**src/rtl/throw_entry_conditioner_pkg.sv**
```systemverilog
// Shared constants and FSM encodings for the throw entry conditioner.
package throw_entry_conditioner_pkg;

  localparam logic [3:0] MAX_PINS = 4'd10;

  typedef enum logic [1:0] {
    S_IDLE    = 2'd0,
    S_PRESSED = 2'd1,
    S_HOLD    = 2'd2
  } state_t;

  // A pin count is legal from 0 up to and including a strike.
  function automatic logic pins_ok(input logic [3:0] sw);
    return (sw <= MAX_PINS);
  endfunction

endpackage

```
**src/rtl/throw_entry_conditioner_if.sv**
```systemverilog
// Signal bundle between the raw board inputs / scoring controller and the conditioner.
interface throw_entry_conditioner_if;
  import throw_entry_conditioner_pkg::*;

  // UPD is a one-clock strobe with no ready/back-pressure: the controller must
  // take N on the cycle UPD is high; N stays valid until the next UPD.
  logic       btn_raw;
  logic [3:0] sw_raw;
  logic       Done;
  logic [3:0] N;
  logic       UPD;
  logic       err;
  state_t     state_dbg;

  modport master (output btn_raw, sw_raw, Done, input N, UPD, err, state_dbg);
  modport slave  (input btn_raw, sw_raw, Done, output N, UPD, err, state_dbg);

endinterface

```
**src/rtl/throw_entry_conditioner_debounce_filter.sv**
```systemverilog
// Two-flop synchroniser plus stable-count debounce; emits the debounced level and a registered rise strobe.
module throw_entry_conditioner_debounce_filter #(
  parameter int DEB_CYCLES = 16
) (
  input  logic clock,
  input  logic reset,
  input  logic raw,
  output logic db,
  output logic rise
);

  localparam int CW = $clog2(DEB_CYCLES + 1);
  localparam logic [CW-1:0] CNT_LAST = CW'(DEB_CYCLES - 1);

  logic          meta;
  logic          sync;
  logic          db_q;
  logic [CW-1:0] cnt;

  always_ff @(posedge clock or posedge reset) begin
    if (reset) begin
      meta <= 1'b0;
      sync <= 1'b0;
      db   <= 1'b0;
      db_q <= 1'b0;
      rise <= 1'b0;
      cnt  <= '0;
    end else begin
      meta <= raw;
      sync <= meta;
      db_q <= db;
      rise <= db & ~db_q;
      // Any return to the current level restarts the stability count.
      if (sync == db) begin
        cnt <= '0;
      end else if (cnt == CNT_LAST) begin
        db  <= sync;
        cnt <= '0;
      end else begin
        cnt <= cnt + 1'b1;
      end
    end
  end

endmodule

```
**src/rtl/throw_entry_conditioner.sv**
```systemverilog
// Turns a bouncy enter button and pin switches into a clean N / UPD pair for the score keeper.
module throw_entry_conditioner
  import throw_entry_conditioner_pkg::*;
#(
  parameter int DEB_CYCLES = 16,
  parameter int HOLDOFF    = 8
) (
  input  logic                      clock,
  input  logic                      reset,
  throw_entry_conditioner_if.slave  bus
);

  localparam int HW = (HOLDOFF > 1) ? $clog2(HOLDOFF) : 1;
  localparam logic [HW-1:0] HOLD_LAST = HW'(HOLDOFF - 1);

  logic          btn_db;
  logic          rise;
  logic [3:0]    sw_meta;
  logic [3:0]    sw_s;
  state_t        state, state_n;
  logic [HW-1:0] hold_cnt, hold_n;
  logic [3:0]    n_q, n_n;
  logic          upd_q, upd_n;
  logic          err_q, err_n;

  throw_entry_conditioner_debounce_filter #(
    .DEB_CYCLES (DEB_CYCLES)
  ) u_btn_filter (
    .clock (clock),
    .reset (reset),
    .raw   (bus.btn_raw),
    .db    (btn_db),
    .rise  (rise)
  );

  always_ff @(posedge clock or posedge reset) begin
    if (reset) begin
      sw_meta  <= '0;
      sw_s     <= '0;
      state    <= S_IDLE;
      hold_cnt <= '0;
      n_q      <= '0;
      upd_q    <= 1'b0;
      err_q    <= 1'b0;
    end else begin
      sw_meta  <= bus.sw_raw;
      sw_s     <= sw_meta;
      state    <= state_n;
      hold_cnt <= hold_n;
      n_q      <= n_n;
      upd_q    <= upd_n;
      err_q    <= err_n;
    end
  end

  always_comb begin
    state_n = state;
    hold_n  = hold_cnt;
    n_n     = n_q;
    upd_n   = 1'b0;
    err_n   = err_q;
    case (state)
      S_IDLE: begin
        // A press is consumed even when Done blocks it, so it cannot fire later.
        if (rise) begin
          state_n = S_PRESSED;
          if (!bus.Done) begin
            if (pins_ok(sw_s)) begin
              n_n   = sw_s;
              upd_n = 1'b1;
              err_n = 1'b0;
            end else begin
              err_n = 1'b1;
            end
          end
        end
      end
      S_PRESSED: begin
        if (!btn_db) begin
          state_n = S_HOLD;
          hold_n  = '0;
        end
      end
      S_HOLD: begin
        if (hold_cnt == HOLD_LAST) begin
          state_n = S_IDLE;
        end else begin
          hold_n = hold_cnt + 1'b1;
        end
      end
      default: state_n = S_IDLE;
    endcase
  end

  assign bus.N         = n_q;
  assign bus.UPD       = upd_q;
  assign bus.err       = err_q;
  assign bus.state_dbg = state;

endmodule
```
**src/flat_wrapper.sv**
```systemverilog
// flat-port wrapper written by rule: the top's interface ports become plain ports
module throw_entry_conditioner_flat import throw_entry_conditioner_pkg::*;
#(
  parameter int DEB_CYCLES = 16,
  parameter int HOLDOFF    = 8
)
  (clock, reset, bus_btn_raw, bus_sw_raw, bus_Done, bus_N, bus_UPD, bus_err, bus_state_dbg);
  throw_entry_conditioner_if bus_i ();
  input  logic clock;
  input  logic reset;
  input wire logic [$bits(bus_i.btn_raw)-1:0] bus_btn_raw;
  input wire logic [$bits(bus_i.sw_raw)-1:0] bus_sw_raw;
  input wire logic [$bits(bus_i.Done)-1:0] bus_Done;
  output wire logic [$bits(bus_i.N)-1:0] bus_N;
  output wire logic [$bits(bus_i.UPD)-1:0] bus_UPD;
  output wire logic [$bits(bus_i.err)-1:0] bus_err;
  output wire logic [$bits(bus_i.state_dbg)-1:0] bus_state_dbg;
  assign bus_i.btn_raw = bus_btn_raw;
  assign bus_i.sw_raw = bus_sw_raw;
  assign bus_i.Done = bus_Done;
  assign bus_N = bus_i.N;
  assign bus_UPD = bus_i.UPD;
  assign bus_err = bus_i.err;
  assign bus_state_dbg = bus_i.state_dbg;
  throw_entry_conditioner #(.DEB_CYCLES(DEB_CYCLES), .HOLDOFF(HOLDOFF)) u_core (.clock(clock), .reset(reset), .bus(bus_i));
endmodule
```
**config.mk**
```make
export PLATFORM = sky130hd
export DESIGN_NAME = throw_entry_conditioner_flat
export DESIGN_NICKNAME = d
export VERILOG_FILES = /design/src/rtl/throw_entry_conditioner_pkg.sv /design/src/rtl/throw_entry_conditioner_if.sv /design/src/rtl/throw_entry_conditioner_debounce_filter.sv /design/src/rtl/throw_entry_conditioner.sv /design/src/flat_wrapper.sv
export SDC_FILE = /design/constraint.sdc
export NUM_CORES = 1
export LEC_CHECK = 0
export ABC_CLOCK_PERIOD_IN_PS = 5350
export CAP_MARGIN = 20
export CORE_MARGIN = 4
export CORE_UTILIZATION = 40
export CTS_CLUSTER_DIAMETER = 50
export DETAILED_ROUTE_END_ITERATION = 10
export GPL_TIMING_DRIVEN = 0
export SYNTH_ARGS = -nofsm -noshare
export SYNTH_HDL_FRONTEND = slang
export SYNTH_HIERARCHICAL = 1
export SYNTH_SLANG_ARGS = --single-unit
```
**constraint.sdc**
```tcl
create_clock -name clock -period 5.35 [get_ports clock]
set_clock_uncertainty 0.2 [all_clocks]
set_input_delay 0.8025 -clock clock [delete_from_list [all_inputs] [get_ports clock]]
set_output_delay 0.8025 -clock clock [all_outputs]
set_load 0.1 [all_outputs]
```
==> flow_metrics.env, run 1 <==
export IMPL_holdBufCountCts=0
export IMPL_dp_hpwl_um=1210
export IMPL_ys_ff_latch=29
export IMPL_routedWlPerCell_um=12.2
export IMPL_post_cts_setup_buffers=0
export IMPL_clock_sinks=29
export IMPL_drv_slew=0
export IMPL_crit_cells=1
export IMPL_grt_use_total=0.117
export IMPL_cts_buffers=5
export IMPL_initial_core_util=0.427
export IMPL_viasPerCell=5.09
export IMPL_gp_congestion=0.716
export IMPL_netlist_top_cells_area="dfrtp_1, a21oi_1, ha_1"
export IMPL_synthDistinctLibCells=25
export IMPL_max_stage_delay_ps=1190
export IMPL_holdPathStages=0
export IMPL_critPathKind="flop to output port"
export IMPL_synth_top_area_share=0.667
export IMPL_ys_seq_area_frac=0.667
export IMPL_hp_class="flop to flop"
export IMPL_final_layout_size_suffix_gt1_frac=0.121
export IMPL_relSlewSlack=0.352
export IMPL_ios=16
export IMPL_grt_pass1_wl_um=3040
export IMPL_dp_slack_ps=2670
export IMPL_fin_nets=118
export IMPL_syn2layout_area_growth_pct=22.3
export IMPL_drc=0
export IMPL_synthCells=85
export IMPL_drt_iter0_drc=15
export IMPL_cts_root_buf="clkbuf_4"
export IMPL_whs_ps=151
export IMPL_rsz0062_at_grt="false"
export IMPL_fp_dieArea_um2=3620
export IMPL_cts_max_level=2
export IMPL_synth_nets=96
export IMPL_rows=18
export IMPL_grt_pass1_vias=694
export IMPL_async_flop_share=1.00
export IMPL_tightest_slew_ps=969
export IMPL_syn_cell_area_um2=1090
export IMPL_drtAntennaViolNets=0
export IMPL_die_x_um=60.1
export IMPL_die_height_um=60.1
export IMPL_crit_family="buffers and inverters"
export IMPL_cp_max_fo=9
export IMPL_arrival_ps=2000
export IMPL_post_cts_resized=0
export IMPL_yosysWarnings=6
export IMPL_yosys_top_cells_count="dfrtp_1, a21oi_1, nor2_1"
export IMPL_cts_buffer_depth=2
export IMPL_diodes=0
export IMPL_p_leak_nw=0.643
export IMPL_grt_max_degree=20
export IMPL_drt_pass1_iter_count=4
export IMPL_synth_edf_count=0
export IMPL_max_freq_mhz=333
export IMPL_critPathBufInv=1
export IMPL_finalWorstSetupSlack_ps=2340
export IMPL_cp_end_kind="output port"
export IMPL_finalWirelength_um=1670
export IMPL_io_buffer_count=15
export IMPL_synth_top_area_cell="dfrtp_1"
export IMPL_ir_worst_vdd_mv=0.192
export IMPL_finalCritPeriodShare=0.562
export IMPL_p_per_area_nw_per_um2=295
export IMPL_fill_cells=236
export IMPL_period_needed_ps=3010
export IMPL_critPathLaunchType="flop"
export IMPL_r2r_setup_slack_ps=3500
export IMPL_critPathRequiredTime_ps=4350
export IMPL_hold_viol=0
export IMPL_crit_chain="clkdlybuf4s50_1"
export IMPL_vias=697
export IMPL_clk_pin_slew_ps=80
export IMPL_overflow=0
export IMPL_clock_latency_ps=310
export IMPL_status="completed"
export IMPL_max_cap_violations=0
export IMPL_cp_slowest_cell="clkdlybuf4s50_1"
export IMPL_core_um2=2540
export IMPL_fin_tns_setup_ps=0
export IMPL_grt_antenna_before_repair=0
export IMPL_cts_tree="built"
export IMPL_r2r_cells=5
export IMPL_ys_flop_type="dfrtp_1"
export IMPL_synth_area_per_cell_um2=12.8
export IMPL_setup_viol=0
export IMPL_yosysMostFrequentCell="dfrtp_1"
## placed cells by master, fill, tap and decap left out
cell type,synthesis,routed
mux2i_1,1,1
clkbuf_1,0,1
and3_1,2,2
inv_1,6,6
o21ai_0,4,4
or4b_4,1,1
nand3_1,1,1
nor4b_2,1,1
nor2_1,10,10
nand2b_1,1,1
xor2_1,3,3
ha_1,3,3
o22ai_1,1,1
nand3_2,1,1
o21ai_2,1,1
clkbuf_4,0,5
and2_1,1,1
o32a_1,1,1
nor3_1,1,1
a21oi_1,10,10
or3b_2,1,1
clkbuf_8,0,1
mux2_1,1,1
nor2_2,1,1
nor2b_1,2,2
mux2_2,1,1
clkdlybuf4s50_1,0,15
nand4b_1,1,1
dfrtp_1,29,29
## stage by stage
stage	instance area, µm²	instances	utilization	power, mW
global route	1330	137	0.523	0.417
finish	1330	137	0.523	0.393
detailed placement	1270	130	0.501	0.271
global placement	1270	130	0.501	0.270
CTS	1330	137	0.523	0.403
floorplan	1090	85	-	0.260
## sequential cells by signal, summed over array words and instances, names as in the netlist
signal and cells:
u_core/bus.state_dbg 2, u_core/sw_s 4, u_core/u_btn_filter/db_q 1, u_core/u_btn_filter/db 1, u_core/sw_meta 4, u_core/u_btn_filter/cnt 5
u_core/hold_cnt 3, u_core/u_btn_filter/sync 1, u_core/u_btn_filter/rise 1, u_core/bus.N 4, u_core/bus.err 1, u_core/u_btn_filter/meta 1
u_core/bus.UPD 1
## layer usage
| metal | GRT usage | wire, µm | vias up | share of wire |
|---|---|---|---|---|
| met3 | 0.0475 | 106 | 4 | 0.063 |
| li1 | - | - | 337 | - |
| met5 | 0 | 0 | - | 0 |
| met2 | 0.168 | 740 | 17 | 0.44 |
| met1 | 0.144 | 792 | 339 | 0.47 |
| met4 | 0.0759 | 33 | 0 | 0.020 |
## report_power, final
group          total (mW)  switching (mW)  internal, mW
sequential          0.237         0.00804         0.229
clock               0.126          0.0645        0.0619
combinational      0.0288          0.0160        0.0129
## final timing paths
check,start,end
worst max-delay path,u_core/bus.state_dbg[0],bus_state_dbg[0]
worst min-delay path,u_core/sw_meta[0],u_core/sw_s[0]
worst max register to register,u_core/hold_cnt[0],u_core/hold_cnt[1]
worst min register to register,u_core/sw_meta[0],u_core/sw_s[0]
max in group asynchronous,reset,u_core/bus.N[1]
min in group asynchronous,reset,u_core/u_btn_filter/rise
## cells by family after synthesis
family	share of synthesized area
multiplexers	0.0299
AO/OA/AOI/OAI	0.0875
AND/OR/NAND/NOR	0.136
flip-flops	0.667
XOR/XNOR	0.0242
buffers and inverters	0.0207
adder cells (fa/ha/maj)	0.0345
## final cells by class
cell class,count,area (µm²),share of cell area
Multi-Input combinational cell,50,339,0.255
Tap cell,30,37.5,0.0282
Timing Repair Buffer,15,150,0.113
Clock buffer,7,55.1,0.0414
Inverter,6,22.5,0.0169
Sequential cell,29,726,0.546
No activity file was read; power rests on OpenSTA's default activity.
==> run 2: changes to the inputs <==
Settings changed: ABC_CLOCK_PERIOD_IN_PS 5350 to 2600.
Clock period 5.35 ns to 2.6 ns, I/O delays scaled along.
==> flow_metrics.env, run 2 (same netlist as run 1, synthesis figures left out) <==
export IMPL_diodes=0
export IMPL_clock_sinks=29
export IMPL_grt_antenna_before_repair=0
export IMPL_die_x_um=60.1
export IMPL_gp_congestion=0.716
export IMPL_cts_buffer_depth=2
export IMPL_syn2layout_area_growth_pct=22.1
export IMPL_crit_family="buffers and inverters"
export IMPL_cp_max_fo=2
export IMPL_final_cell_mix="dfrtp_1, clkdlybuf4s50_1, a21oi_1, nor2_1, inv_1"
export IMPL_largest_register="u_core/u_btn_filter/cnt"
export IMPL_max_stage_delay_ps=1140
export IMPL_post_cts_setup_buffers=0
export IMPL_fp_dieArea_um2=3620
export IMPL_routedWlPerCell_um=12.2
export IMPL_die_height_um=60.1
export IMPL_viasPerCell=5.09
export IMPL_final_common_cell="dfrtp_1"
export IMPL_vias=698
export IMPL_clk_pin_slew_ps=80
export IMPL_final_layout_size_suffix_gt1_frac=0.121
export IMPL_critPathLaunchType="flop"
export IMPL_hp_class="flop to flop"
export IMPL_rsz0062_at_grt="false"
export IMPL_grt_pass1_wl_um=3040
export IMPL_finalWirelength_um=1670
export IMPL_dp_hpwl_um=1210
export IMPL_hold_viol=0
export IMPL_max_freq_mhz=418
export IMPL_cts_root_buf="clkbuf_4"
export IMPL_fill_cells=238
export IMPL_cts_buffers=5
export IMPL_post_cts_resized=2
export IMPL_drt_pass1_iter_count=4
export IMPL_p_leak_nw=0.653
export IMPL_overflow=0
export IMPL_fin_nets=118
export IMPL_ir_worst_vdd_mv=0.395
export IMPL_initial_core_util=0.427
export IMPL_ios=16
export IMPL_cp_slowest_cell="clkdlybuf4s50_1"
export IMPL_drt_iter0_drc=15
export IMPL_grt_pass1_vias=694
export IMPL_drc=0
export IMPL_clock_latency_ps=310
export IMPL_rows=18
export IMPL_grt_use_total=0.117
export IMPL_relSlewSlack=0.352
export IMPL_io_buffer_count=15
export IMPL_grt_max_degree=20
export IMPL_drv_slew=0
export IMPL_max_cap_violations=0
export IMPL_crit_chain="clkdlybuf4s50_1"
export IMPL_status="completed"
export IMPL_period_needed_ps=2390
export IMPL_setup_viol=0
export IMPL_cp_end_kind="output port"
export IMPL_p_per_area_nw_per_um2=608
export IMPL_holdBufCountCts=0
export IMPL_critPathRequiredTime_ps=2010
export IMPL_cts_tree="built"
export IMPL_critPathBufInv=1
export IMPL_dp_cells=130
export IMPL_fin_cells=137
export IMPL_tightest_slew_ps=969
export IMPL_finalCritPeriodShare=0.921
export IMPL_core_um2=2540
export IMPL_arrival_ps=1800
export IMPL_critPathKind="flop to output port"
export IMPL_drtAntennaViolNets=0
export IMPL_largest_reg_flops=5
export IMPL_fin_tns_setup_ps=0
export IMPL_cts_max_level=2
export IMPL_whs_ps=151
==> run 2: cell types whose count changed in the layout (fill, tap and decap cells not counted), sizes merged <==
cell	before	now
dlygate4sd2	0	2
clkdlybuf4s50	15	13
==> run 2: where the power goes <==
part / switching, mW / internal [mW] / total [mW]
Combinational: 0.0328 / 0.0262 / 0.0591
Clock: 0.133 / 0.127 / 0.260
Sequential: 0.0165 / 0.472 / 0.488
Total: 0.182 / 0.625 / 0.807
==> run 2: stage by stage <==
stage / utilization / total power, mW / cell area (µm²) / setup slack, ps
final: 0.522 / 0.807 / 1330 / 206
after global routing: 0.522 / 0.857 / 1330 / 147
after CTS: 0.522 / 0.828 / 1330 / 179
after detailed placement: 0.501 / 0.558 / 1270 / 328
after global placement: 0.501 / 0.555 / 1270 / 334
after floorplan: - / 0.534 / 1090 / 469
==> run 2: path summary, 6_finish.rpt <==
path	from	to	slack [ps]	depth (start not counted)
max reg2reg	u_core/hold_cnt[0]	u_core/hold_cnt[1]	750	5
min reg2reg	u_core/sw_meta[0]	u_core/sw_s[0]	150	0
min	u_core/sw_meta[0]	u_core/sw_s[0]	150	0
max	u_core/bus.N[3]	bus_N[3]	210	1
max in group asynchronous	reset	u_core/bus.N[1]	1420	2
min in group asynchronous	reset	u_core/u_btn_filter/rise	180	2
==> run 2: area by class of cell <==
type,instances,area [µm²],share of cell area
multi-input cells,50,339,0.255
repair buffers,15,148,0.111
well taps,30,37.5,0.0283
inverters,6,22.5,0.0170
clock buffers,7,55.1,0.0415
flip-flops and latches,29,726,0.547
==> run 2: routing by layer <==
| metal | global-route usage | part of all wire |
|---|---|---|
| met5 | 0 | 0 |
| met4 | 0.0759 | 0.020 |
| met3 | 0.0475 | 0.063 |
| met2 | 0.168 | 0.44 |
| met1 | 0.144 | 0.47 |
==> run 3: changes to the inputs <==
Settings changed: TNS_END_PERCENT from default to 20.
==> results of run 3 <==
Final layout, timing and power as in run 2 (identical DEF).
==> RTL edit, RTL diff (flow settings as in run 2) <==
`HOLDOFF` is set to 8 in 2 places; all go to 16.
--- a/src/rtl/throw_entry_conditioner.sv
+++ b/src/rtl/throw_entry_conditioner.sv
@@ -3,7 +3,7 @@
   import throw_entry_conditioner_pkg::*;
 #(
   parameter int DEB_CYCLES = 16,
-  parameter int HOLDOFF    = 8
+  parameter int HOLDOFF    = 16
 ) (
   input  logic                      clock,
   input  logic                      reset,
--- a/src/flat_wrapper.sv
+++ b/src/flat_wrapper.sv
@@ -2,7 +2,7 @@
 module throw_entry_conditioner_flat import throw_entry_conditioner_pkg::*;
 #(
   parameter int DEB_CYCLES = 16,
-  parameter int HOLDOFF    = 8
+  parameter int HOLDOFF    = 16
 )
   (clock, reset, bus_btn_raw, bus_sw_raw, bus_Done, bus_N, bus_UPD, bus_err, bus_state_dbg);
   throw_entry_conditioner_if bus_i ();
Behaviour: no difference found for any inputs over 10 cycles, from zero or initial values and one cycle with reset high; that may be too few to reach the edited logic, so the function may still have changed.
==> RTL edit against run 2 <==
  * Via count grew 3.9%
  * Cell count grew 5.1%
  * Power grew 27%
  * First-iteration DRC count grew 60%
  * Sequential cell count grew 1
  * Wire length shrank 0.24%
  * Area after synthesis grew 5.3%
  * Count of clock-buffer cells in the layout shrank 1
  * Design area grew 8.7%
  * Register-to-register slack gained 130 ps
  * Sequential power grew 2%
  * Worst setup slack lost 19 ps
==> RTL edit: results (changes against run 2) <==
nets 122 (+3.4%); Vias/cell 5.03 (-1.2%); leakage power 0.000715 uW (+9.6%); Max rail drop VDD 535 uV (+35%); Worst path slowest cell clkdlybuf4s50_1; status finished clean; top cells by count, synth 30 x dfrtp_1, 8 x a21oi_1, 8 x nor2_1; Tot GR Track Use 11.0% (-0.74 points); detailed placer's ending HPWL 1220 um (+0.85%); Biggest register u_core/u_btn_filter/cnt; max FFs per register 5 (unchanged); Worst-path clk slew roughly 90 ps; first-pass GRT wire length 2920 um (-3.9%); number of global-route vias before repair 678 (-2.3%); htree depth 2 (unchanged); initial antenna violation count 0 (unchanged); DR WL/cell 11.6 um (-5.1%); GPL Wtd Cong 0.742 (+3.7%); Resized Gates After CTS 2 (unchanged); Max FO, Critical Path 2 (unchanged); # fillers 236 (-0.84%); synth warn 6 (unchanged); largest net degree at the start of global routing 21 (+5.0%); Setup crit start kind flip-flop; cell family with most CP delay buffers and inverters; CP arrival 1820 ps (+20 ps); CTS root buf clkbuf_4; top post-synthesis cells by area dfrtp_1 66%, a21oi_1 3.5%, mux2i_1 3.5%; CTS Buf Count 5 (unchanged); WL met1 693 um (-12%); sequential element share of the synthesized area 65.6% (-1.2 points); worst-skew pair later-pin latency 320 ps; met3 WL 124 um (+17%); Initial DRT Pass Iterations 4 (unchanged); GRT met1 Usage 13.6% (-0.82 points); met2 wire len 814 um (+9.9%); Slowest Stage Delay on Critical Path between 1000 and 1500 ps; R2R depth 2 (-3); FFs w/ async S/R, synth 100% (unchanged); Clock Path Buffers 2 (unchanged); share of layout cells above drive strength 1 13.3% (+1.1 points); I/O Buffers 15 (unchanged); GR Layer Usage met2 15.7% (-1.1 points); Tightest Hold Check Type flip-flop to flip-flop; core area 0.00276 mm2 (+8.4%); Synthesized Nets 100 (+4.2%); WHS Path Cells 0 (unchanged); number of DRC markers in iteration 0 24 (+9); # diodes 0 (unchanged); Worst Max-Slew Pin Slew 963 ps (-5.85 ps); post-CTS setup buffers 0 (unchanged); GR Util met3 5.03% (+0.28 points); Top Metal Used met4; number of library cell types mapped by synthesis 26 (+4.0%)
[RTL edit: cells by family (layout without fill, tap and decap cells)]
logic type | count (synthesis) | count (layout) | share of synthesized area [%]
adders and majority gates | 2 | 2 | 2.19
and+or+nand+nor | 29 | 29 | 15.2
muxes | 6 | 6 | 5.46
buffers and inverters | 6 | 29 | 1.97
xor gates and xnor gates | 4 | 4 | 3.06
DFF | 30 | 30 | 65.6
AOI/OAI and AO/OA | 13 | 13 | 6.56
[RTL edit: worst paths after layout]
kind,slack (ps),to,start
setup / recovery,190,bus_N[0],u_core/bus.N[0]
hold / removal,150,u_core/sw_s[3],u_core/sw_meta[3]
setup reg to reg,880,u_core/bus.N[2],u_core/bus.state_dbg[1]
hold reg to reg,150,u_core/sw_s[3],u_core/sw_meta[3]
max in group asynchronous,1420,u_core/sw_meta[2],reset
min in group asynchronous,160,u_core/u_btn_filter/cnt[1],reset
[RTL edit: area by class of cell]
cell class                 instances  area (um2)  area share, %
tap                               31        38.8           2.69
timing repair buffer              15         148           10.2
sequential                        30         751           52.0
clock buffer                       6        51.3           3.56
inverter                           6        22.5           1.56
clock inverter                     2        60.1           4.16
multi-input combinational         54         372           25.8
[RTL edit: per-stage QoR]
stage / setup slack, ps / instances / hold WS, ps / instance area [um2] / total power, uW
2_1_floorplan: 477 / 90 / 30.2 / 1140 / 536
3_3_place_gp: 338 / 136 / 132 / 1330 / 556
3_5_place_dp: 326 / 136 / 135 / 1330 / 557
4_1_cts: 169 / 144 / 151 / 1440 / 1040
5_1_grt: 116 / 144 / 166 / 1440 / 1070
6_report: 187 / 144 / 149 / 1440 / 1030
[RTL edit: report_power, final]
| group | internal, uW | switching (uW) |
|---|---|---|
| clock network | 326 | 158 |
| registers | 483 | 13.3 |
| logic | 21.4 | 27.9 |
| total | 830 | 199 |
